## config.mk

```make
export PLATFORM = sky130hd
export DESIGN_NAME = aes_128_arbiter_flat
export DESIGN_NICKNAME = d
export VERILOG_FILES = /design/src/rtl/aes_arb_pkg.sv /design/src/rtl/aes_128_arbiter_if.sv /design/src/rtl/aes_rr_pick.sv /design/src/rtl/aes_128_arbiter.sv /design/src/flat_wrapper.sv
export SDC_FILE = /design/constraint.sdc
export NUM_CORES = 1
export LEC_CHECK = 0
export BUFFER_PORTS_ARGS = -buffer_cell sky130_fd_sc_hd__buf_4
export CELL_PAD_IN_SITES_DETAIL_PLACEMENT = 0
export CELL_PAD_IN_SITES_GLOBAL_PLACEMENT = 1
export CORE_AREA = 2 2 608 610
export DETAILED_ROUTE_END_ITERATION = 12
export DIE_AREA = 0 0 610 612
export PLACE_DENSITY = 0.31
export SYNTH_ARGS = -nofsm -noshare
export SYNTH_HDL_FRONTEND = slang
export SYNTH_HIERARCHICAL = 1
export SYNTH_SLANG_ARGS = --single-unit
```

## constraint.sdc

```tcl
create_clock -name clk -period 3.25 [get_ports clk]
set_input_delay 0.1625 -clock clk [delete_from_list [all_inputs] [get_ports clk]]
set_output_delay 0.1625 -clock clk [all_outputs]
set_load 0.01 [all_outputs]
```

## src/rtl/aes_arb_pkg.sv

```systemverilog
// Shared types and constants for the AES-128 core arbiter.
package aes_arb_pkg;

    localparam int AES_BLOCK_W  = 128;
    localparam int AES_CORE_LAT = 30;

    typedef enum logic [1:0] {
        IDLE,
        LAUNCH,
        WAIT,
        RESP
    } arb_state_t;

endpackage

```

## src/rtl/aes_128_arbiter_if.sv

```systemverilog
// Requester, response and core-control bundle for aes_128_arbiter.
// master = arbiter side, slave = requesters plus AES core.
interface aes_128_arbiter_if #(
    parameter int NREQ = 4
) ();
    import aes_arb_pkg::*;

    logic [NREQ-1:0]             req_valid;
    logic [NREQ-1:0]             req_ready;
    logic [NREQ*AES_BLOCK_W-1:0] req_data;
    logic [NREQ*AES_BLOCK_W-1:0] req_key;
    logic                        core_in_en;
    logic [AES_BLOCK_W-1:0]      core_data;
    logic [AES_BLOCK_W-1:0]      core_key;
    logic                        core_kill;
    logic                        core_out_en;
    logic [AES_BLOCK_W-1:0]      core_result;
    logic [NREQ-1:0]             rsp_valid;
    logic [NREQ-1:0]             rsp_ready;
    logic [AES_BLOCK_W-1:0]      rsp_data;
    logic                        rsp_err;

    modport master (
        input  req_valid, req_data, req_key, core_out_en, core_result, rsp_ready,
        output req_ready, core_in_en, core_data, core_key, core_kill,
               rsp_valid, rsp_data, rsp_err
    );

    modport slave (
        output req_valid, req_data, req_key, core_out_en, core_result, rsp_ready,
        input  req_ready, core_in_en, core_data, core_key, core_kill,
               rsp_valid, rsp_data, rsp_err
    );
endinterface

```

## src/rtl/aes_rr_pick.sv

```systemverilog
// Combinational round-robin picker: first set req bit scanning upward from last+1,
// wrapping modulo NREQ.
module aes_rr_pick #(
    parameter int NREQ  = 4,
    parameter int IDX_W = $clog2(NREQ)
) (
    input  logic [NREQ-1:0]  req,
    input  logic [IDX_W-1:0] last,
    output logic [IDX_W-1:0] grant,
    output logic             any_valid
);
    logic [IDX_W-1:0] idx;

    // Scan from the farthest candidate back to last+1 so the nearest one wins.
    always_comb begin
        grant     = '0;
        idx       = '0;
        any_valid = |req;
        for (int k = NREQ; k >= 1; k--) begin
            idx = IDX_W'((int'(last) + k) % NREQ);
            if (req[idx]) begin
                grant = idx;
            end
        end
    end
endmodule

```

## src/rtl/aes_128_arbiter.sv

```systemverilog
// Round-robin scheduler sharing one non-pipelined AES-128 core among NREQ requesters.
// Optional WAIT watchdog compiled in with `define AES_ARB_WATCHDOG_EN.
module aes_128_arbiter
    import aes_arb_pkg::*;
#(
    parameter int NREQ    = 4,
    parameter int TIMEOUT = 40
) (
    input  logic              clk,
    input  logic              kill,
    aes_128_arbiter_if.master bus
);
    localparam int IDX_W = $clog2(NREQ);

    arb_state_t             state_reg, state_next;
    logic [IDX_W-1:0]       last_reg, last_next;
    logic [IDX_W-1:0]       tag_reg, tag_next;
    logic [AES_BLOCK_W-1:0] core_data_reg, core_data_next;
    logic [AES_BLOCK_W-1:0] core_key_reg, core_key_next;
    logic [AES_BLOCK_W-1:0] rsp_data_reg, rsp_data_next;
    logic                   rsp_err_reg, rsp_err_next;

    logic [IDX_W-1:0]       grant;
    logic                   any_valid;
    logic                   accept;
    logic                   timeout_hit;
    logic                   wd_abort;
    logic [AES_BLOCK_W-1:0] req_data_arr [NREQ];
    logic [AES_BLOCK_W-1:0] req_key_arr  [NREQ];

    aes_rr_pick #(
        .NREQ  (NREQ),
        .IDX_W (IDX_W)
    ) u_pick (
        .req       (bus.req_valid),
        .last      (last_reg),
        .grant     (grant),
        .any_valid (any_valid)
    );

    // A request is only offered while idle and not being reset.
    assign accept = (state_reg == IDLE) && any_valid && !kill;

    generate
        for (genvar gi = 0; gi < NREQ; gi++) begin : g_port
            assign req_data_arr[gi]  = bus.req_data[AES_BLOCK_W*gi +: AES_BLOCK_W];
            assign req_key_arr[gi]   = bus.req_key[AES_BLOCK_W*gi +: AES_BLOCK_W];
            assign bus.req_ready[gi] = accept && (grant == IDX_W'(gi));
            assign bus.rsp_valid[gi] = (state_reg == RESP) && (tag_reg == IDX_W'(gi));
        end
    endgenerate

`ifdef AES_ARB_WATCHDOG_EN
    localparam logic [7:0] WD_LIMIT = 8'(TIMEOUT - 1);

    logic [7:0] wd_cnt_reg;

    // Held at zero outside WAIT, so it restarts from zero on every entry.
    always_ff @(posedge clk) begin
        if (kill || state_reg != WAIT) begin
            wd_cnt_reg <= '0;
        end else begin
            wd_cnt_reg <= wd_cnt_reg + 8'd1;
        end
    end

    assign timeout_hit = (state_reg == WAIT) && (wd_cnt_reg == WD_LIMIT);
`else
    logic unused_timeout;
    assign unused_timeout = (TIMEOUT == 0);
    assign timeout_hit    = 1'b0;
`endif

    always_ff @(posedge clk) begin
        if (kill) begin
            state_reg     <= IDLE;
            last_reg      <= IDX_W'(NREQ - 1);
            tag_reg       <= '0;
            core_data_reg <= '0;
            core_key_reg  <= '0;
            rsp_data_reg  <= '0;
            rsp_err_reg   <= 1'b0;
        end else begin
            state_reg     <= state_next;
            last_reg      <= last_next;
            tag_reg       <= tag_next;
            core_data_reg <= core_data_next;
            core_key_reg  <= core_key_next;
            rsp_data_reg  <= rsp_data_next;
            rsp_err_reg   <= rsp_err_next;
        end
    end

    always_comb begin
        state_next     = state_reg;
        last_next      = last_reg;
        tag_next       = tag_reg;
        core_data_next = core_data_reg;
        core_key_next  = core_key_reg;
        rsp_data_next  = rsp_data_reg;
        rsp_err_next   = rsp_err_reg;
        wd_abort       = 1'b0;

        case (state_reg)
            IDLE: begin
                if (accept) begin
                    core_data_next = req_data_arr[grant];
                    core_key_next  = req_key_arr[grant];
                    tag_next       = grant;
                    last_next      = grant;
                    state_next     = LAUNCH;
                end
            end
            LAUNCH: begin
                state_next = WAIT;
            end
            WAIT: begin
                // A result arriving on the timeout cycle takes precedence over the abort.
                if (bus.core_out_en) begin
                    rsp_data_next = bus.core_result;
                    rsp_err_next  = 1'b0;
                    state_next    = RESP;
                end else if (timeout_hit) begin
                    wd_abort      = 1'b1;
                    rsp_data_next = '0;
                    rsp_err_next  = 1'b1;
                    state_next    = RESP;
                end
            end
            RESP: begin
                if (bus.rsp_ready[tag_reg]) begin
                    state_next = IDLE;
                end
            end
            default: begin
                state_next = IDLE;
            end
        endcase
    end

    assign bus.core_in_en = (state_reg == LAUNCH);
    assign bus.core_data  = core_data_reg;
    assign bus.core_key   = core_key_reg;
    assign bus.core_kill  = kill | wd_abort;
    assign bus.rsp_data   = rsp_data_reg;
    assign bus.rsp_err    = rsp_err_reg;

endmodule

```

## src/flat_wrapper.sv

```systemverilog
// flat-port wrapper written by rule: the top's interface ports become plain ports
module aes_128_arbiter_flat import aes_arb_pkg::*;
#(
    parameter int NREQ    = 4,
    parameter int TIMEOUT = 40
)
  (clk, kill, bus_req_valid, bus_req_data, bus_req_key, bus_core_out_en, bus_core_result, bus_rsp_ready, bus_req_ready, bus_core_in_en, bus_core_data, bus_core_key, bus_core_kill, bus_rsp_valid, bus_rsp_data, bus_rsp_err);
  aes_128_arbiter_if #(.NREQ(NREQ)) bus_i ();
  input  logic clk;
  input  logic kill;
  input wire logic [$bits(bus_i.req_valid)-1:0] bus_req_valid;
  input wire logic [$bits(bus_i.req_data)-1:0] bus_req_data;
  input wire logic [$bits(bus_i.req_key)-1:0] bus_req_key;
  input wire logic [$bits(bus_i.core_out_en)-1:0] bus_core_out_en;
  input wire logic [$bits(bus_i.core_result)-1:0] bus_core_result;
  input wire logic [$bits(bus_i.rsp_ready)-1:0] bus_rsp_ready;
  output wire logic [$bits(bus_i.req_ready)-1:0] bus_req_ready;
  output wire logic [$bits(bus_i.core_in_en)-1:0] bus_core_in_en;
  output wire logic [$bits(bus_i.core_data)-1:0] bus_core_data;
  output wire logic [$bits(bus_i.core_key)-1:0] bus_core_key;
  output wire logic [$bits(bus_i.core_kill)-1:0] bus_core_kill;
  output wire logic [$bits(bus_i.rsp_valid)-1:0] bus_rsp_valid;
  output wire logic [$bits(bus_i.rsp_data)-1:0] bus_rsp_data;
  output wire logic [$bits(bus_i.rsp_err)-1:0] bus_rsp_err;
  assign bus_i.req_valid = bus_req_valid;
  assign bus_i.req_data = bus_req_data;
  assign bus_i.req_key = bus_req_key;
  assign bus_i.core_out_en = bus_core_out_en;
  assign bus_i.core_result = bus_core_result;
  assign bus_i.rsp_ready = bus_rsp_ready;
  assign bus_req_ready = bus_i.req_ready;
  assign bus_core_in_en = bus_i.core_in_en;
  assign bus_core_data = bus_i.core_data;
  assign bus_core_key = bus_i.core_key;
  assign bus_core_kill = bus_i.core_kill;
  assign bus_rsp_valid = bus_i.rsp_valid;
  assign bus_rsp_data = bus_i.rsp_data;
  assign bus_rsp_err = bus_i.rsp_err;
  aes_128_arbiter #(.NREQ(NREQ), .TIMEOUT(TIMEOUT)) u_core (.clk(clk), .kill(kill), .bus(bus_i));
endmodule
```

# [Yosys cells after proc, flatten, opt, wreduce, memory -nomap -nowiden]
# Cells that the tools add are included.
# Widths: inputs -> output; s select.
[word_totals] latchBits=0 ff_bits=390 mem_bits_ro=0 mem_count=0 ram_bits=0
[op_classes] n_div=0 n_reduce_logical=18 n_mul=0 shift=0 n_eq_ne=12 muxes=24 bitwise_logic=1 magnitude_cmp=6 add_sub_neg=4
[ops] cell="$bmux 128 s2" count=2
[ops] cell="$mux 128" count=4
[ops] cell="$lt 2x3->1 const B" count=5
[ops] cell="$mux 2" count=7
[ops] cell="$eq 2x2->1 const B" count=6
[ops] cell="$bmux 1 s2" count=5
[ops] cell="$logic_and 1x1->1" count=10
[ops] cell="$pmux 2 s4" count=1
[ops] cell="$eq 2x1->1 const B" count=3
[ops] cell="$logic_not 2->1" count=3
[ops] cell="$mux 1" count=5
[ops] cell="$add 2x1->2 const B" count=2
[ops] cell="$add 2x2->2 const B" count=2
[ops] cell="$ne 2x2->1 const B" count=2
[ops] cell="$reduce_and 2->1" count=2
[ops] cell="$reduce_or 4->1" count=1
[ops] cell="$ge 3x3->1 const B" count=1
[ops] cell="$not 2->3" count=1
[ops] cell="$reduce_and 3->1" count=1
[ops] cell="$ne 2x1->1 const B" count=1
[ops] cell="$logic_not 1->1" count=1

# [Depth between registers and ports, before layout]
# Gate-level depths: netlist of run 1.
[logic_depth] depth_word=11 depth_mapped=8

# [Hierarchy]
# The synthesis of run 1 kept the hierarchy.
[modules_own_cells] mod="aes_128_arbiter" area_per_inst_um2=18522.8 seq_area_each_um2=7807.5 n_inst=1 cells_per_inst=1490
[modules_own_cells] mod="aes_rr_pick" area_per_inst_um2=91.3 seq_area_each_um2=0.0 n_inst=1 cells_per_inst=14

# [Worst setup path after synthesis of run 1]
# Ideal clock, no wire load.
[synth_path] path_type="reg2reg" from="register u_core.last_reg[1]" to="register u_core.core_data_reg[10] (netlist: u_core/bus.core_data[10])" setup_slack_ns=1.251 synth_period_minus_slack_ns=1.999 stages_incl_launch_ff=9 arrival_ns=1.882 setup_time_ns=0.117 path_buffers=3 cell_sequence="dfxtp_1 > nand2b_1 > a21oi_2 > o221ai_2 > buf_6 > buf_6 > buf_6 > mux4_2 > a22o_1"
[synth_between] elab_chain_cells=11 word_cells_on_any_way=20 cone_classes="add/sub: 4; mux: 15; bitwise: 1"
[synth_rtl] item="start: declaration" line_no="aes_128_arbiter.sv:16" source="logic [IDX_W-1:0] last_reg, last_next;"
[synth_rtl] item="start signal: assignment" line_no="aes_128_arbiter.sv:77" source="last_reg <= IDX_W'(NREQ - 1);"
[synth_rtl] item="start signal: assignment" line_no="aes_128_arbiter.sv:85" source="last_reg <= last_next;"
[synth_rtl] item="$add 2x1->2" line_no="aes_rr_pick.sv:20" source="idx = IDX_W'((int'(last) + k) % NREQ);"
[synth_rtl] item="$bmux 1 s2" line_no="aes_rr_pick.sv:21" source="if (req[idx]) begin"
[synth_rtl] item="$mux 1 (implied by the code)" line_no="aes_rr_pick.sv:21"
[synth_rtl] item="$mux 2 (3 in a row)" line_no="aes_rr_pick.sv:21"
[synth_rtl] item="$mux 2 *" line_no="aes_rr_pick.sv:21"
[synth_rtl] item="net u_core.grant[0]" line_no="aes_128_arbiter.sv:23" source="logic [IDX_W-1:0] grant;"
[synth_rtl] item="$not 2->3 (implied by the code) *" line_no="aes_128_arbiter.sv:107" source="core_data_next = req_data_arr[grant];"
[synth_rtl] item="$bmux 128 s2 *" line_no="aes_128_arbiter.sv:107"
[synth_rtl] item="$mux 128 (implied by the code) * (2 in a row)" line_no="aes_128_arbiter.sv:107"
[synth_rtl] item="end signal: assignment" line_no="aes_128_arbiter.sv:87" source="core_data_reg <= core_data_next;"
[synth_rtl] item="end: declaration" line_no="aes_128_arbiter.sv:18" source="logic [AES_BLOCK_W-1:0] core_data_reg, core_data_next;"
# The timed path passes the listed nets; every way through them passes the cells marked *. The select of a mux whose other input is x is not followed.
# A chain may end at the register's enable or synchronous reset.

# [Worst setup path after layout of run 1]
[layout_path] from="register u_core.last_reg[1]" to="register u_core.core_key_reg[19] (netlist: u_core/bus.core_key[19])"
[layout_between] elab_chain_cells=11 word_cells_on_any_way=20 cone_classes="add/sub: 4; mux: 15; bitwise: 1"
[layout_rtl] item="$add 2x1->2" line_no="aes_rr_pick.sv:20"
[layout_rtl] item="$bmux 1 s2" line_no="aes_rr_pick.sv:21"
[layout_rtl] item="$mux 1 (implied by the code)" line_no="aes_rr_pick.sv:21"
[layout_rtl] item="$mux 2 (3 in a row)" line_no="aes_rr_pick.sv:21"
[layout_rtl] item="$mux 2 *" line_no="aes_rr_pick.sv:21"
[layout_rtl] item="net u_core.grant[0]" line_no="aes_128_arbiter.sv:23"
[layout_rtl] item="$not 2->3 (implied by the code) *" line_no="aes_128_arbiter.sv:108" source="core_key_next = req_key_arr[grant];"
[layout_rtl] item="$bmux 128 s2 *" line_no="aes_128_arbiter.sv:108"
[layout_rtl] item="$mux 128 (implied by the code) * (2 in a row)" line_no="aes_128_arbiter.sv:108"
[layout_rtl] item="end signal: assignment" line_no="aes_128_arbiter.sv:88" source="core_key_reg <= core_key_next;"
[layout_rtl] item="end: declaration" line_no="aes_128_arbiter.sv:19" source="logic [AES_BLOCK_W-1:0] core_key_reg, core_key_next;"
# Marked as above.

==> impl_metrics.toml, run 1 <==
[yosys]
yosys.cell_count.top_type = "dfxtp_1"
yosys_warnings = 6
synth_area_leaders = "dfxtp_1 (42%), mux4_2 (31%), a22o_1 (12%)"
yosys.area_share.simple = 0.0604
post-synth-top-area-cell = "dfxtp_1"
synth_xor_area_frac = 0
synth_cells = 1504
synth_fa_ha_area_frac = 0.00336
seq_area_frac_synth = 0.419
async_reset_ff_frac = 0
muxShareOfSynthArea = 0.311
ys_types = 32
synth_top_family_by_area = "multiplexers"
syn_area_sq_mm = 0.0186
synthesis.nets = 2672
synth_common_cells = "dfxtp_1 (390), nand2_1 (264), a22o_1 (257), mux4_2 (256), a21oi_1 (133)"
ys.flop_type = "dfxtp_1"
synth_seq_cells = 390
synth_compound_area_frac = 0.161
syn_avg_cell_area_sq_um = 12.4
synth_edf_count = 0
synth_top_area_frac = 0.419

[placement]
dpl.hpwl_um = 233000
port_buffers = 1556
gp_congestion = 0.848

[layout]
multi_input_area_sq_mm = 0.0100
area_growth_pct = 148
regArea_sq_mm = 0.00781
fillCellCount = 42200
drive_above_1_share = 0.523
final_nets = 4943

[clocking]
ctsHtreeMaxLevel = 3
clockBufferDepth = 4
path_clk_slew_ps = 50
clockRootBuffer = "clkbuf_16"
cts_tree = "done"
cts_made_buffers = 70
postCtsSetupRepairBufs = 0
cts_sinks = 390
clkLatencyLatePin_ps = 790

[routing]
remaining_drc_errors = 0
first_pass_iters = 5
wl_um = 263000
routedWlPerCell_um = 30.2
ant_nets = 0
vias = 24500
viasPerCell = 2.81
dr.first_iter.drc_count = 1276

[sta]
slew_headroom = 0.276
hold_viol_final = 0
fmax_ghz = 0.323
setup_tns_ps = 0
fin_crit_sh = 0.952
clock-skew-final_ps = 52.1
finalSetupViolCount = 0
fin_hold_ws_ps = 107
drv_slew = 0
fin_crit_ps = 3090
worstMarginPinSlew_ps = 1090
rsz0062_at_grt = "false"

[worst_hold_path]
hp-class = "primary input to register"
worstHoldEndpoint = "u_core/bus.rsp_data[0]"
holdPathStages = 5
hold_path_startpoint = "bus_core_out_en"

[worst_setup_path]
r2r_start = "u_core/last_reg[1]"
start_kind = "register"
end_kind = "register"
rr_worst_depth = 9
crit_type = "register to register"
r2r-end = "u_core/bus.core_key[19]"
cp_max_fo = 25
worstPathRequired_ps = 3870
cp.arrival_ps = 3710
rrSetupSlack_ps = 160

[pwr]
pwr-share-clk = 0.241
power_density_mw_per_mm2 = 716
switching_share = 0.389
ir_drop_mv = 0.481
p_int_mw = 20.2
combPwrFrac = 0.519
pwr-share-seq = 0.240
p_leak_nw = 18.7
switching_power_mw = 12.8
finalPower_mw = 33.1

[global_routing]
grtUsageTotal = 0.136
grt_pass1_vias = 25600
grt_overflow = 0
antenna_found_initial = 267
grt_max_degree = 91
grt_pass1_wl_um = 319000

[floorplan]
core-area_sq_mm = 0.367
ioPinCount = 1558
initial_core_util = 0.0507
die_width_um = 610
rows = 223
dieHeight_um = 612
die-area_sq_mm = 0.373

[outcome]
outcome = "completed"

[run]
max-cap-violations = 0
[critical path, stage by stage (launching register included)]
cell           delay (ps)
dfxtp_2               370
nand2b_1              150
a21oi_2                70
o221ai_4              270
buf_12                210
buf_12                260
buf_4                 250
mux4_2                520
dlygate4sd3_1         580
a22o_1                190
[metrics by stage]
stage	utilization	worst slack [ps]	instance area (sq um)	instances
floorplan	-	1250	18600	1504
global placement	0.0991	527	36400	7808
detailed placement	0.0991	578	36400	7808
CTS	0.125	13.5	46000	8657
global route	0.125	9.08	46100	8672
finish	0.126	155	46200	8713
[cell families after synthesis]
family                     Yosys count
AOI/OAI and AO/OA                  399
DFF                                390
other                                1
buffers and inverters              163
adders and majority gates            5
muxes                              259
and+or+nand+nor                    287
[power by group through the flow]
stage	logic, mW	clock network (mW)	registers (mW)
floorplan	5.77	0	8.25
detailed placement	15.3	0	8.02
global placement	15.3	0	8.05
finish	17.1	7.97	7.94
CTS	17.8	8.41	7.96
global route	18.3	8.47	8.14
[layout make-up]
type / instances / area share
diodes: 56 / 0.00303
clock buffers: 102 / 0.0447
clock inverters: 15 / 0.00523
inverters: 3 / 0.000244
multi-input cells: 951 / 0.217
flip-flops and latches: 390 / 0.169
well taps: 4837 / 0.131
repair buffers: 2359 / 0.429
[routing by layer]
layer | part of all wire | vias up | wire (um) | GRT usage
met5 | 0.0045 | - | 1200 | 0
li1 | - | 10500 | - | -
met2 | 0.49 | 1291 | 130000 | 0.238
met3 | 0.14 | 496 | 36800 | 0.0882
met1 | 0.34 | 12000 | 89000 | 0.133
met4 | 0.025 | 176 | 6520 | 0.0276
[placed cells by master, fill, tap and decap left out, types with 2 or more instances in the layout]
master	count
a21oi_1	132
a21oi_4	2
a22o_1	257
a31o_2	2
and3_1	2
buf_12	19
buf_4	1599
buf_6	8
bufinv_16	6
clkbuf_1	15
clkbuf_16	72
clkbuf_8	15
clkinv_2	6
clkinvlp_4	2
dfxtp_1	389
diode_2	56
dlygate4sd3_1	732
ha_1	5
inv_1	3
mux2i_1	3
mux4_2	256
nand2_1	263
nand2b_1	5
nor2_1	4
nor2b_1	3
o22a_1	2
[how the worst max path moves through the flow]
| stage | start | endpoint | slack [ps] | cells past startpoint |
|---|---|---|---|---|
| after detailed placement | u_core/last_reg[1] | u_core/bus.core_key[48] | 580 | 8 |
| after global placement | u_core/last_reg[1] | u_core/bus.core_key[58] | 530 | 8 |
| after CTS | u_core/last_reg[1] | u_core/bus.core_data[123] | 10 | 9 |
| after global routing | u_core/last_reg[1] | u_core/bus.core_key[23] | 9 | 9 |
| final | u_core/last_reg[1] | u_core/bus.core_key[19] | 160 | 9 |
| after floorplan | u_core/last_reg[1] | u_core/bus.core_data[10] | 1250 | 8 |
[repair_timing]
action                                  in CTS  in global routing
endpoints found under the setup margin       0                 53
gates resized for setup                      0                  9
endpoints found under the hold margin      386                  0
hold buffers                               732                  0
(Power assumes the default switching activity.)
==> run 2, diff against run 1 <==
--- a/config.mk
+++ b/config.mk
@@ -5,14 +5,15 @@
 export SDC_FILE = /design/constraint.sdc
 export NUM_CORES = 1
 export LEC_CHECK = 0
+export ABC_AREA = 1
 export BUFFER_PORTS_ARGS = -buffer_cell sky130_fd_sc_hd__buf_4
 export CELL_PAD_IN_SITES_DETAIL_PLACEMENT = 0
 export CELL_PAD_IN_SITES_GLOBAL_PLACEMENT = 1
-export CORE_AREA = 2 2 608 610
+export CORE_AREA = 2 2 612 614
 export DETAILED_ROUTE_END_ITERATION = 12
-export DIE_AREA = 0 0 610 612
-export PLACE_DENSITY = 0.31
+export DIE_AREA = 0 0 614 616
+export PLACE_DENSITY = 0.36
+export SKIP_CTS_REPAIR_TIMING = 1
 export SYNTH_ARGS = -nofsm -noshare
 export SYNTH_HDL_FRONTEND = slang
-export SYNTH_HIERARCHICAL = 1
 export SYNTH_SLANG_ARGS = --single-unit
==> impl_metrics.toml, run 2 <==
[worst_setup_path]
end_kind = "register"
worstPathRequired_ps = 3940
path_buf_inv = 4
cp_max_fo = 37
rr_worst_depth = 14
crit_type = "register to register"
crit_top_cell = "nand2_1"
start_kind = "register"
cp_top_family = "buffers and inverters"
cpMaxStageDelayCell = "dlygate4sd3_1"
r2r-end = "u_core.bus.core_key[36]"
path_cells = "inv_4 -> nand2_1 -> nand2_1 -> nand2_1 -> nand2_1 -> nand2_1 -> nand3_4 -> buf_12 -> buf_4 -> nand3_1 -> nand2_1 -> dlygate4sd3_1 -> nand3_1 -> nand2_1"
max_stage_delay_ps = 620
rrSetupSlack_ps = 150
cp.arrival_ps = 3780
r2r_start = "u_core.last_reg[0]"

[clocking]
clockRootBuffer = "clkbuf_16"
cts_tree = "done"
clkLatencyLatePin_ps = 810
ctsHtreeMaxLevel = 3
cts_made_buffers = 73
cts_sinks = 390
path_clk_slew_ps = 50
clockBufferDepth = 4

[global_routing]
antenna_found_initial = 143
grt_max_degree = 127
grtUsageTotal = 0.140
grt_pass1_vias = 35800
grt_pass1_wl_um = 354000
grt_overflow = 0

[sta]
fmax_ghz = 0.323
worstMarginPinSlew_ps = 858
fin_crit_sh = 0.953
setup_ws_ps = 152
setup_tns_ps = 0
hold_viol_final = 6
fin_hold_ws_ps = -41.7
drv_slew = 0
fin_crit_ps = 3100
slew_headroom = 0.428
finalSetupViolCount = 0
clock-skew-final_ps = 93.7

[yosys]
yosys.cell_count.top_type = "nand2_1"
synth_fa_ha_area_frac = 0.00247
synth_top_area_frac = 0.308
syn_avg_cell_area_sq_um = 5.59
synth_xor_area_frac = 0
syn_area_sq_mm = 0.0253
synth_cells = 4527
synth_common_cells = "nand2_1 (1518), nand3_1 (1006), inv_1 (759), dfxtp_1 (390), nor2_1 (334)"
post-synth-top-area-cell = "dfxtp_1"
synth_area_leaders = "dfxtp_1 (31%), nand2_1 (22%), nand3_1 (20%)"
yosys_warnings = 0
seq_area_frac_synth = 0.308
ys.flop_type = "dfxtp_1"
synth_compound_area_frac = 0.0335
ys_types = 29
async_reset_ff_frac = 0
muxShareOfSynthArea = 0
synthesis.nets = 5695
yosys.area_share.simple = 0.478
synth_seq_cells = 390
synth_edf_count = 0
synth_top_family_by_area = "simple AND/OR/NAND/NOR gates"

[placement]
dpl.hpwl_um = 233000
pre_cts_ws_ps = 103
gp_congestion = 0.913
port_buffers = 1556
dpl-instance-area_sq_mm = 0.0434

[layout]
utilization = 0.154
final_cell_mix = "buf_4 (1668), nand2_1 (1515), dlygate4sd3_1 (1121)"
final_nets = 8281
mostFrequentLayoutCell = "buf_4"
fillCellCount = 43300
final_area_sq_mm = 0.0572
regArea_sq_mm = 0.00781
multi_input_area_sq_mm = 0.0131
drive_above_1_share = 0.257
area_growth_pct = 126

[routing]
first_pass_iters = 6
routed-wl-met2_um = 148000
dr.first_iter.drc_count = 1977
ant_nets = 0
wl_met1_um = 104000
wl_um = 279000
remaining_drc_errors = 0
wl_met3_um = 18200
routedWlPerCell_um = 22.9
vias = 39400
viasPerCell = 3.23
routed.top_layer = "met5"

[outcome]
violations = "negative hold slack"
outcome = "complete, but fails checks"

[worst_hold_path]
hold_path_startpoint = "bus_req_data[97]"
holdPathStages = 7
hp-class = "primary input to register"
worstHoldEndpoint = "u_core.bus.core_data[97]"

[pwr]
power_density_mw_per_mm2 = 740
ir_drop_mv = 0.669
p_leak_nw = 28.4

[floorplan]
dieHeight_um = 616
ioPinCount = 1558
die-area_sq_mm = 0.378
core-area_sq_mm = 0.371
rows = 224
die_width_um = 614
initial_core_util = 0.0682

[run]
max-cap-violations = 0
run 2: cell count changes in the layout (fill, tap and decap cells not counted), moves of 69 or more:
cell | before | now
a21oi_1 | 132 | 28
a22o_1 | 257 | 0
buf_4 | 1599 | 1668
dlygate4sd3_1 | 732 | 1121
inv_1 | 3 | 757
mux4_2 | 256 | 0
nand2_1 | 263 | 1515
nand3_1 | 1 | 1006
nor2_1 | 4 | 334
o21ai_0 | 0 | 131
run 2: how the worst max path moves through the flow:
stage	cells after the start	to	startpoint	slack (ps)
5_1_grt	18	u_core.bus.core_data[75]	u_core.last_reg[1]	-7
2_1_floorplan	14	bus_req_ready[1]	u_core.last_reg[0]	1430
3_3_place_gp	16	u_core.bus.core_data[1]	u_core.last_reg[0]	7
6_report	14	u_core.bus.core_key[36]	u_core.last_reg[0]	150
4_1_cts	10	bus_req_ready[3]	u_core.last_reg[0]	-330
3_5_place_dp	16	u_core.bus.core_data[1]	u_core.last_reg[0]	100
run 2: cells by family after synthesis:
kind of cell	Yosys count
AO/OA/AOI/OAI	165
adder cells (fa/ha/maj)	5
buffers and inverters	1092
flip-flops	390
other	1
AND/OR/NAND/NOR	2874
run 2: routing by layer:
metal	vias to the layer above	GRT usage
li1	19100	-
met1	18600	0.140
met2	1251	0.269
met3	376	0.0523
met4	70	0.0347
met5	-	0
run 2: final cells by class:
| type | count | area share |
|---|---|---|
| repair buffers | 2840 | 0.433 |
| well taps | 4972 | 0.109 |
| multi-input cells | 3045 | 0.228 |
| clock inverters | 13 | 0.00308 |
| clock buffers | 106 | 0.0371 |
| inverters | 763 | 0.0504 |
| flip-flops and latches | 390 | 0.136 |
| diodes | 66 | 0.00289 |
run 2: power breakdown:
part	switching (mW)	leakage [nW]	total, mW	internal, mW
sequential	0.959	3.21	7.20	6.24
clock	3.36	1.11	8.03	4.67
combinational	17.0	24.1	27.1	10.1
total	21.3	28.4	42.3	21.0
run 2: stage by stage:
stage / total power, mW / cells
CTS: 41.3 / 11000
floorplan: 19.3 / 4527
detailed placement: 32.8 / 10900
global route: 45.7 / 12200
global placement: 32.9 / 10900
finish: 42.3 / 12200
run 2: worst reg2reg max path, cell delays in order (launching register included):
cell and delay [ps]:
dfxtp_2 370, inv_4 140, nand2_1 70, nand2_1 100, nand2_1 100, nand2_1 70, nand2_1 110, nand3_4 200
buf_12 290, buf_4 440, nand3_1 120, nand2_1 140, dlygate4sd3_1 620, nand3_1 120, nand2_1 80
